<file path="src/rtl/reg_access_scheduler.sv">
// Round-robin scheduler for a shared register bank. It turns accepted requests
// into registered E/FunSel/In drive and sequences 4-beat byte-load bursts.
module reg_access_scheduler #(
  parameter int NREG = 4,
  localparam int SW = (NREG > 1) ? $clog2(NREG) : 1
) (
  input  logic            clock,
  input  logic            reset_n,
  input  logic            req0_valid,
  output logic            req0_ready,
  input  logic [SW-1:0]   req0_sel,
  input  logic [3:0]      req0_op,
  input  logic [31:0]     req0_data,
  input  logic            req1_valid,
  output logic            req1_ready,
  input  logic [SW-1:0]   req1_sel,
  input  logic [3:0]      req1_op,
  input  logic [31:0]     req1_data,
  output logic [NREG-1:0] E,
  output logic [2:0]      FunSel,
  output logic [31:0]     In,
  output logic            busy,
  output logic            grant_id,
  output logic            err
);

  typedef enum logic [1:0] {IDLE, ISSUE, BURST} state_t;

  localparam logic [2:0] FS_BYTE_LD = 3'b100;
  localparam logic [2:0] FS_BYTE_SH = 3'b110;

  state_t            state, state_n;
  logic [1:0]        beat, beat_n;
  logic              last_grant, last_grant_n;
  logic [31:0]       hold, hold_n;
  logic [SW-1:0]     hsel, hsel_n;
  logic [NREG-1:0]   e_n;
  logic [2:0]        fs_n;
  logic [31:0]       in_n;
  logic              err_n, gid_n;

  logic              free, win, acc;
  logic [SW-1:0]     w_sel;
  logic [3:0]        w_op;
  logic [31:0]       w_data;

  // Out-of-range indices decode to no enable at all.
  function automatic logic [NREG-1:0] onehot(input logic [SW-1:0] s);
    logic [NREG-1:0] r;
    for (int i = 0; i < NREG; i++) r[i] = (s == SW'(i));
    return r;
  endfunction

  // The FSM can take a new op whenever it will be free next cycle.
  assign free = (state == IDLE) || (state == ISSUE) || (state == BURST && beat == 2'd3);
  // Tie goes to the requester that did not win last time.
  assign win  = req1_valid & (~req0_valid | ~last_grant);
  assign acc  = free & (req0_valid | req1_valid);

  // Ready is gated by reset so nothing handshakes while the bank is held off.
  assign req0_ready = reset_n & free & req0_valid & ~win;
  assign req1_ready = reset_n & free & req1_valid &  win;
  assign busy       = (state != IDLE);

  assign w_sel  = win ? req1_sel  : req0_sel;
  assign w_op   = win ? req1_op   : req0_op;
  assign w_data = win ? req1_data : req0_data;

  // Next-state and next bus drive; acceptance outranks completing a burst/issue.
  always_comb begin
    state_n      = state;
    beat_n       = beat;
    last_grant_n = last_grant;
    hold_n       = hold;
    hsel_n       = hsel;
    e_n          = '0;
    fs_n         = FunSel;
    in_n         = In;
    err_n        = 1'b0;
    gid_n        = grant_id;
    if (acc) begin
      last_grant_n = win;
      beat_n       = 2'd0;
      if (!w_op[3]) begin
        state_n = ISSUE;
        gid_n   = win;
        e_n     = onehot(w_sel);
        fs_n    = w_op[2:0];
        in_n    = w_data;
      end else if (w_op == 4'b1000) begin
        state_n = BURST;
        gid_n   = win;
        hold_n  = w_data;
        hsel_n  = w_sel;
        e_n     = onehot(w_sel);
        fs_n    = FS_BYTE_LD;
        in_n    = {24'b0, w_data[31:24]};
      end else begin
        // Reserved op: consumed with no bus cycle, flagged for one cycle.
        state_n = IDLE;
        err_n   = 1'b1;
      end
    end else if (state == BURST && beat != 2'd3) begin
      beat_n = beat + 2'd1;
      e_n    = onehot(hsel);
      fs_n   = FS_BYTE_SH;
      case (beat)
        2'd0:    in_n = {24'b0, hold[23:16]};
        2'd1:    in_n = {24'b0, hold[15:8]};
        default: in_n = {24'b0, hold[7:0]};
      endcase
    end else begin
      state_n = IDLE;
      beat_n  = 2'd0;
    end
  end

  // State and registered bus outputs; reset abandons any burst in flight.
  always_ff @(posedge clock or negedge reset_n) begin
    if (!reset_n) begin
      state      <= IDLE;
      beat       <= 2'd0;
      last_grant <= 1'b1;
      hold       <= '0;
      hsel       <= '0;
      E          <= '0;
      FunSel     <= 3'b000;
      In         <= '0;
      err        <= 1'b0;
      grant_id   <= 1'b0;
    end else begin
      state      <= state_n;
      beat       <= beat_n;
      last_grant <= last_grant_n;
      hold       <= hold_n;
      hsel       <= hsel_n;
      E          <= e_n;
      FunSel     <= fs_n;
      In         <= in_n;
      err        <= err_n;
      grant_id   <= gid_n;
    end
  end

endmodule

</file>
<file path="config.mk">
export PLATFORM = sky130hd
export DESIGN_NAME = reg_access_scheduler
export DESIGN_NICKNAME = d
export VERILOG_FILES = /design/src/rtl/reg_access_scheduler.sv
export SDC_FILE = /design/constraint.sdc
export NUM_CORES = 1
export LEC_CHECK = 0
export ABC_AREA = 1
export BUFFER_PORTS_ARGS = -buffer_cell sky130_fd_sc_hd__clkbuf_2
export CORE_MARGIN = 4
export CORE_UTILIZATION = 58
export CTS_BUF_LIST = sky130_fd_sc_hd__clkbuf_4
export DETAILED_ROUTE_END_ITERATION = 10
export PLACE_DENSITY_LB_ADDON = 0.15
export SLEW_MARGIN = 15
export SYNTH_ARGS = -nofsm -noshare
export SYNTH_HDL_FRONTEND = slang
export SYNTH_SLANG_ARGS = --single-unit
</file>
<file path="constraint.sdc">
create_clock -name clock -period 2.8 [get_ports clock]
set_input_delay 0.7 -clock clock [delete_from_list [all_inputs] [get_ports clock]]
set_output_delay 0.7 -clock clock [all_outputs]
set_load 0.03 [all_outputs]
</file>
==> After elaboration in Yosys (flattened, before gate mapping) <==
Cells that the tools add are included.
{ "word_totals": {"ff_bits": 72, "in_bits": 80, "out_inout_bits": 44} }
{ "op_classes": {"addsub": 1, "n_eq_ne": 15, "n_mux": 27, "bitwise_logic": 12, "n_reduce_logical": 13} }
{ "op_table": {"columns": ["operator", "n"], "rows": [
  ["32-bit two-way mux", 5],
  ["4-bit two-way mux", 5],
  ["8-bit one-hot mux with 2 select lines", 1],
  ["2-bit two-way mux", 7],
  ["2-bit == test, second input constant", 6],
  ["3-bit two-way mux", 4],
  ["2-bit by 1-bit == test with 1-bit output, second input constant", 4],
  ["2-bit zero test", 4],
  ["1-bit bitwise AND", 7],
  ["1-bit two-way mux", 5],
  ["4-bit == test, second input constant", 1],
  ["2-bit inequality test, second input constant", 2],
  ["2-bit AND reduction", 2],
  ["2-bit nonzero test", 2],
  ["3-bit by 2-bit inequality test with 1-bit output, second input constant", 1],
  ["1-bit inverter", 3],
  ["3-bit AND reduction", 1],
  ["2-bit by 1-bit adder with 2-bit output, second input constant", 1],
  ["1-bit logical AND", 2],
  ["1-bit logical OR", 2],
  ["2-bit by 1-bit inequality test with 1-bit output, second input constant", 1],
  ["1-bit OR", 2]
]} }

==> Depth between registers and ports, before layout <==
{ "depth": {"depth_word": 8, "depth_mapped": 11, "ltp_nobuf": 10} }

==> Least setup slack after synthesis <==
OpenSTA, ideal clock, no wires.
{ "synth_path": {"path_type": "input to output", "start": "input req0_valid", "end": "output req0_ready", "arrival_time_ps": 2058, "required_time_ps": 2100, "slack_ps": 42, "path_stages": 5, "n_path_buf": 1, "cell_sequence": "nand2_2 > nand2_4 > clkinv_1 > clkbuf_1 > nor3b_1"} }
{ "synth_between": {"elab_chain_cells": 5, "elab_cells_between_ends": 6, "classes_between": "bitwise: 6"} }
{ "synth_lines": {"columns": ["item", "line_no", "text"], "rows": [
  ["start, declared", "9", "input logic req0_valid,"],
  ["1-bit inverter", "57", "assign win = req1_valid & (~req0_valid | ~last_grant);"],
  ["1-bit OR", "57", null],
  ["1-bit bitwise AND", "57", null],
  ["1-bit inverter", "61", "assign req0_ready = reset_n & free & req0_valid & ~win;"],
  ["1-bit bitwise AND *", "61", null],
  ["end, declared", "10", "output logic req0_ready,"]
]} }
Every way passes the cells marked *; elsewhere a longest branch is shown, timed or not.

==> Worst setup path in the final report <==
{ "layout_path": {"start": "register beat[0]", "end": "output req0_ready"} }
{ "layout_between": {"elab_chain_cells": 6} }
{ "layout_lines": {"columns": ["item", "line_no", "text"], "rows": [
  ["start, declared", "33", "logic [1:0] beat, beat_n;"],
  ["start signal, assigned", "133", "beat <= beat_n;"],
  ["2-bit == test", "55", "assign free = (state == IDLE) || (state == ISSUE) || (state == BURST && beat == 2'd3);"],
  ["1-bit logical AND", "55", null],
  ["1-bit logical OR", "55", null],
  ["1-bit bitwise AND (3 in series)", "61", null]
]} }
No other way between the ends.

==> results.ini <==
[logic_synthesis]
seq_area_frac_synth_pct = 43.1
async_flop_share_pct = 100
synth.yosys.warnings = 0
syn_area_mm2 = 0.00418
synthDistinctLibCells = 31
synthFlopType = dfrtp_1
yosys.area.top_type = dfrtp_1
yosys-top-cells-area = dfrtp_1 42%, nand2_1 18%, nand2_4 8.9%
avgSynthCellArea_um2 = 8.03
synth.ff_latch_count = 72
syn-num-nets = 604
netlist_instances = 521
synth_top_area_share_pct = 42.5
synth_edf_count = 0

[worst_setup_path]
criticalPathCategory = reg -> out
critPathCaptureType = output pin
cp_slowest_cell = dfrtp_1
cpMostUsedCell = nand2_1
r2r-end = In[31]$_DFFE_PN0P_
crit_family = simple AND/OR/NAND/NOR gates
start_kind = flop
critPathMaxStageDelay_ns = 0.42
crit_required_ns = 2.10
r2r_slack_ns = 0.48
path_cells = ha_1 -> nand2_1 -> nand2_1 -> nand2_1 -> nor3b_1 -> clkbuf_2
r2r_start = beat[0]$_DFF_PN0_
reg2reg_depth = 8
worstPathArrival_ns = 1.76
crit_path_max_fanout = 4
path_buf_inv = 1
setup.worst_path.start = beat[0]$_DFF_PN0_

[hold_path]
min_from = In[30]$_DFFE_PN0P_
hold_path.class = reg -> reg
holdPathStages = 2
holdPathEnd = In[30]$_DFFE_PN0P_

[place]
dp_hpwl_um = 7190
io_buffer_count = 123
gp_congestion = 0.849

[global_routing]
grt_max_degree = 73
grt_antenna_before_repair = 1
grt-ovfl-total = 0
grt_usage_pct = 24.2
grt_pass1_vias = 3662
grt_pass1_wl_um = 16800

[sta]
fin_skew_ns = 0.0124
finalSetupViolCount = 0
timing.final.crit_share_pct = 87.9
fin_crit_ns = 2.46
rsz0062_at_grt = false
fmax_ghz = 0.406
maxSlewHeadroom_pct = 39.7
final_max_slew_viol_count = 0
hold_viol_final = 0
tightest_slew_ns = 0.904
setup_tns_ns = 0

[pwr]
cellLeakagePower_nw = 2.87
power-per-cell-area_mw_per_mm2 = 921
peakVddDrop_mv = 0.424
power_mw = 4.56

[clock_network]
cts_made_buffers = 9
holdBufCountCts = 0
cts_root_buf = clkbuf_4
cts_tree = yes
post_cts_buffers = 0
insertion_delay_ns = 0.43
post_cts_resized = 0
htreeDepth = 3
clock_sinks = 72
clk_pin_slew_worst_paths_ns = 0.13
cts_buffer_depth = 2

[routing]
dr_total_vias = 3687
totalWireLength_um = 9820
dr_wl_met2_um = 4690
drc_errors = 0
drt_iter0_drc = 184
wl_met3_um = 710
ant_nets = 0
routed.top_layer = met5
firstDrtPassIters = 4
wl_per_cell_um = 13.3
viasPerCell = 5.00
met1_length_um = 4300

[outcome]
status = complete, no violations

[job]
cap_violations = 0

[die]
start_util_pct = 60.6
die_height_um = 92.9
core_mm2 = 0.00691
die_width_um = 92.9
fp-row-count = 30
die_area_mm2 = 0.00864
pin_count = 124

[cells_and_area]
drive_above_1_share_pct = 35.8
antenna_cells = 0
layout.cells.most_common = nand2_1
final_cell_mix = 196 x nand2_1, 122 x clkbuf_2, 71 x dfrtp_1
layout.nets = 720
area_growth_pct = 18.2

[flip-flops by register name, summed over array words and instances (netlist names)]
| signal | count |
|---|---|
| FunSel | 3 |
| E | 4 |
| grant_id | 1 |
| last_grant | 1 |
| err | 1 |
| state | 2 |
| hold | 24 |
| beat | 2 |
| In | 32 |
| hsel | 2 |
[worst register-to-register path: stages (launching register included)]
cell and delay (ns):
dfrtp_1 0.44, ha_1 0.24, nand2_1 0.13, nand2_1 0.10, o21ai_2 0.18, nand2_1 0.42
nand2_8 0.55, nand2_1 0.13, nand2_1 0.08
[stage by stage]
step | worst slack (ns) | std cells | instance area [um2] | hold WS, ns | utilization (%)
4_1_cts | 0.304 | 738 | 4950 | 0.489 | 71.6
3_5_place_dp | 0.324 | 722 | 4780 | 0.458 | 69.3
5_1_grt | 0.182 | 738 | 4950 | 0.523 | 71.6
2_1_floorplan | 0.0415 | 521 | 4180 | 0.404 | -
3_3_place_gp | 0.420 | 722 | 4780 | 0.456 | 69.3
6_report | 0.339 | 738 | 4950 | 0.485 | 71.6
[per-layer routing]
layer | global-route usage [%] | up-vias
li1 | - | 1867
met4 | 7.08 | 2
met2 | 41.5 | 130
met5 | 0 | -
met1 | 31.3 | 1674
met3 | 4.31 | 14
[worst max path at each step]
stage | endpoint | cells past startpoint
after floorplan | req0_ready | 5
after CTS | req0_ready | 6
after global placement | In[30]$_DFFE_PN0P_ | 11
after global routing | req0_ready | 6
after detailed placement | In[31]$_DFFE_PN0P_ | 6
final | req0_ready | 6
[area by class of cell]
class                   count  area, um2
flip-flops and latches     72       1800
clock inverters             7       95.1
well taps                  96        120
repair buffers            132        686
fillers                   589       1960
multi-input cells         389       2050
inverters                  33        124
clock buffers               9       67.6
[cell families (layout without fill, tap and decap cells)]
group,after synthesis,count (layout),share of synthesized area (%)
flip-flops,72,72,43.1
adder cells (fa/ha/maj),3,3,0.897
buffers and inverters,60,181,7.86
AND/OR/NAND/NOR,348,348,43.2
AO/OA/AOI/OAI,38,38,4.90
[cells in the mapped netlist, types with 2 or more instances]
library cell / number
nand2_1: 196
nand2_2: 34
buf_12: 3
o21ai_0: 16
nand3_1: 57
nor2_1: 8
clkbuf_1: 5
buf_2: 8
nand2_4: 33
buf_1: 2
o21ai_1: 20
nor2_4: 2
buf_6: 3
nand3_2: 4
ha_1: 3
inv_1: 29
buf_4: 5
dfrtp_1: 71
nor3_1: 8
inv_2: 3
[report_power, final]
part           internal (mW)  total [mW]  switching [mW]
clock network          0.364       0.760           0.396
logic                  0.655        2.05            1.39
registers               1.45        1.75           0.301
No activity file was read; power rests on OpenSTA's default activity.
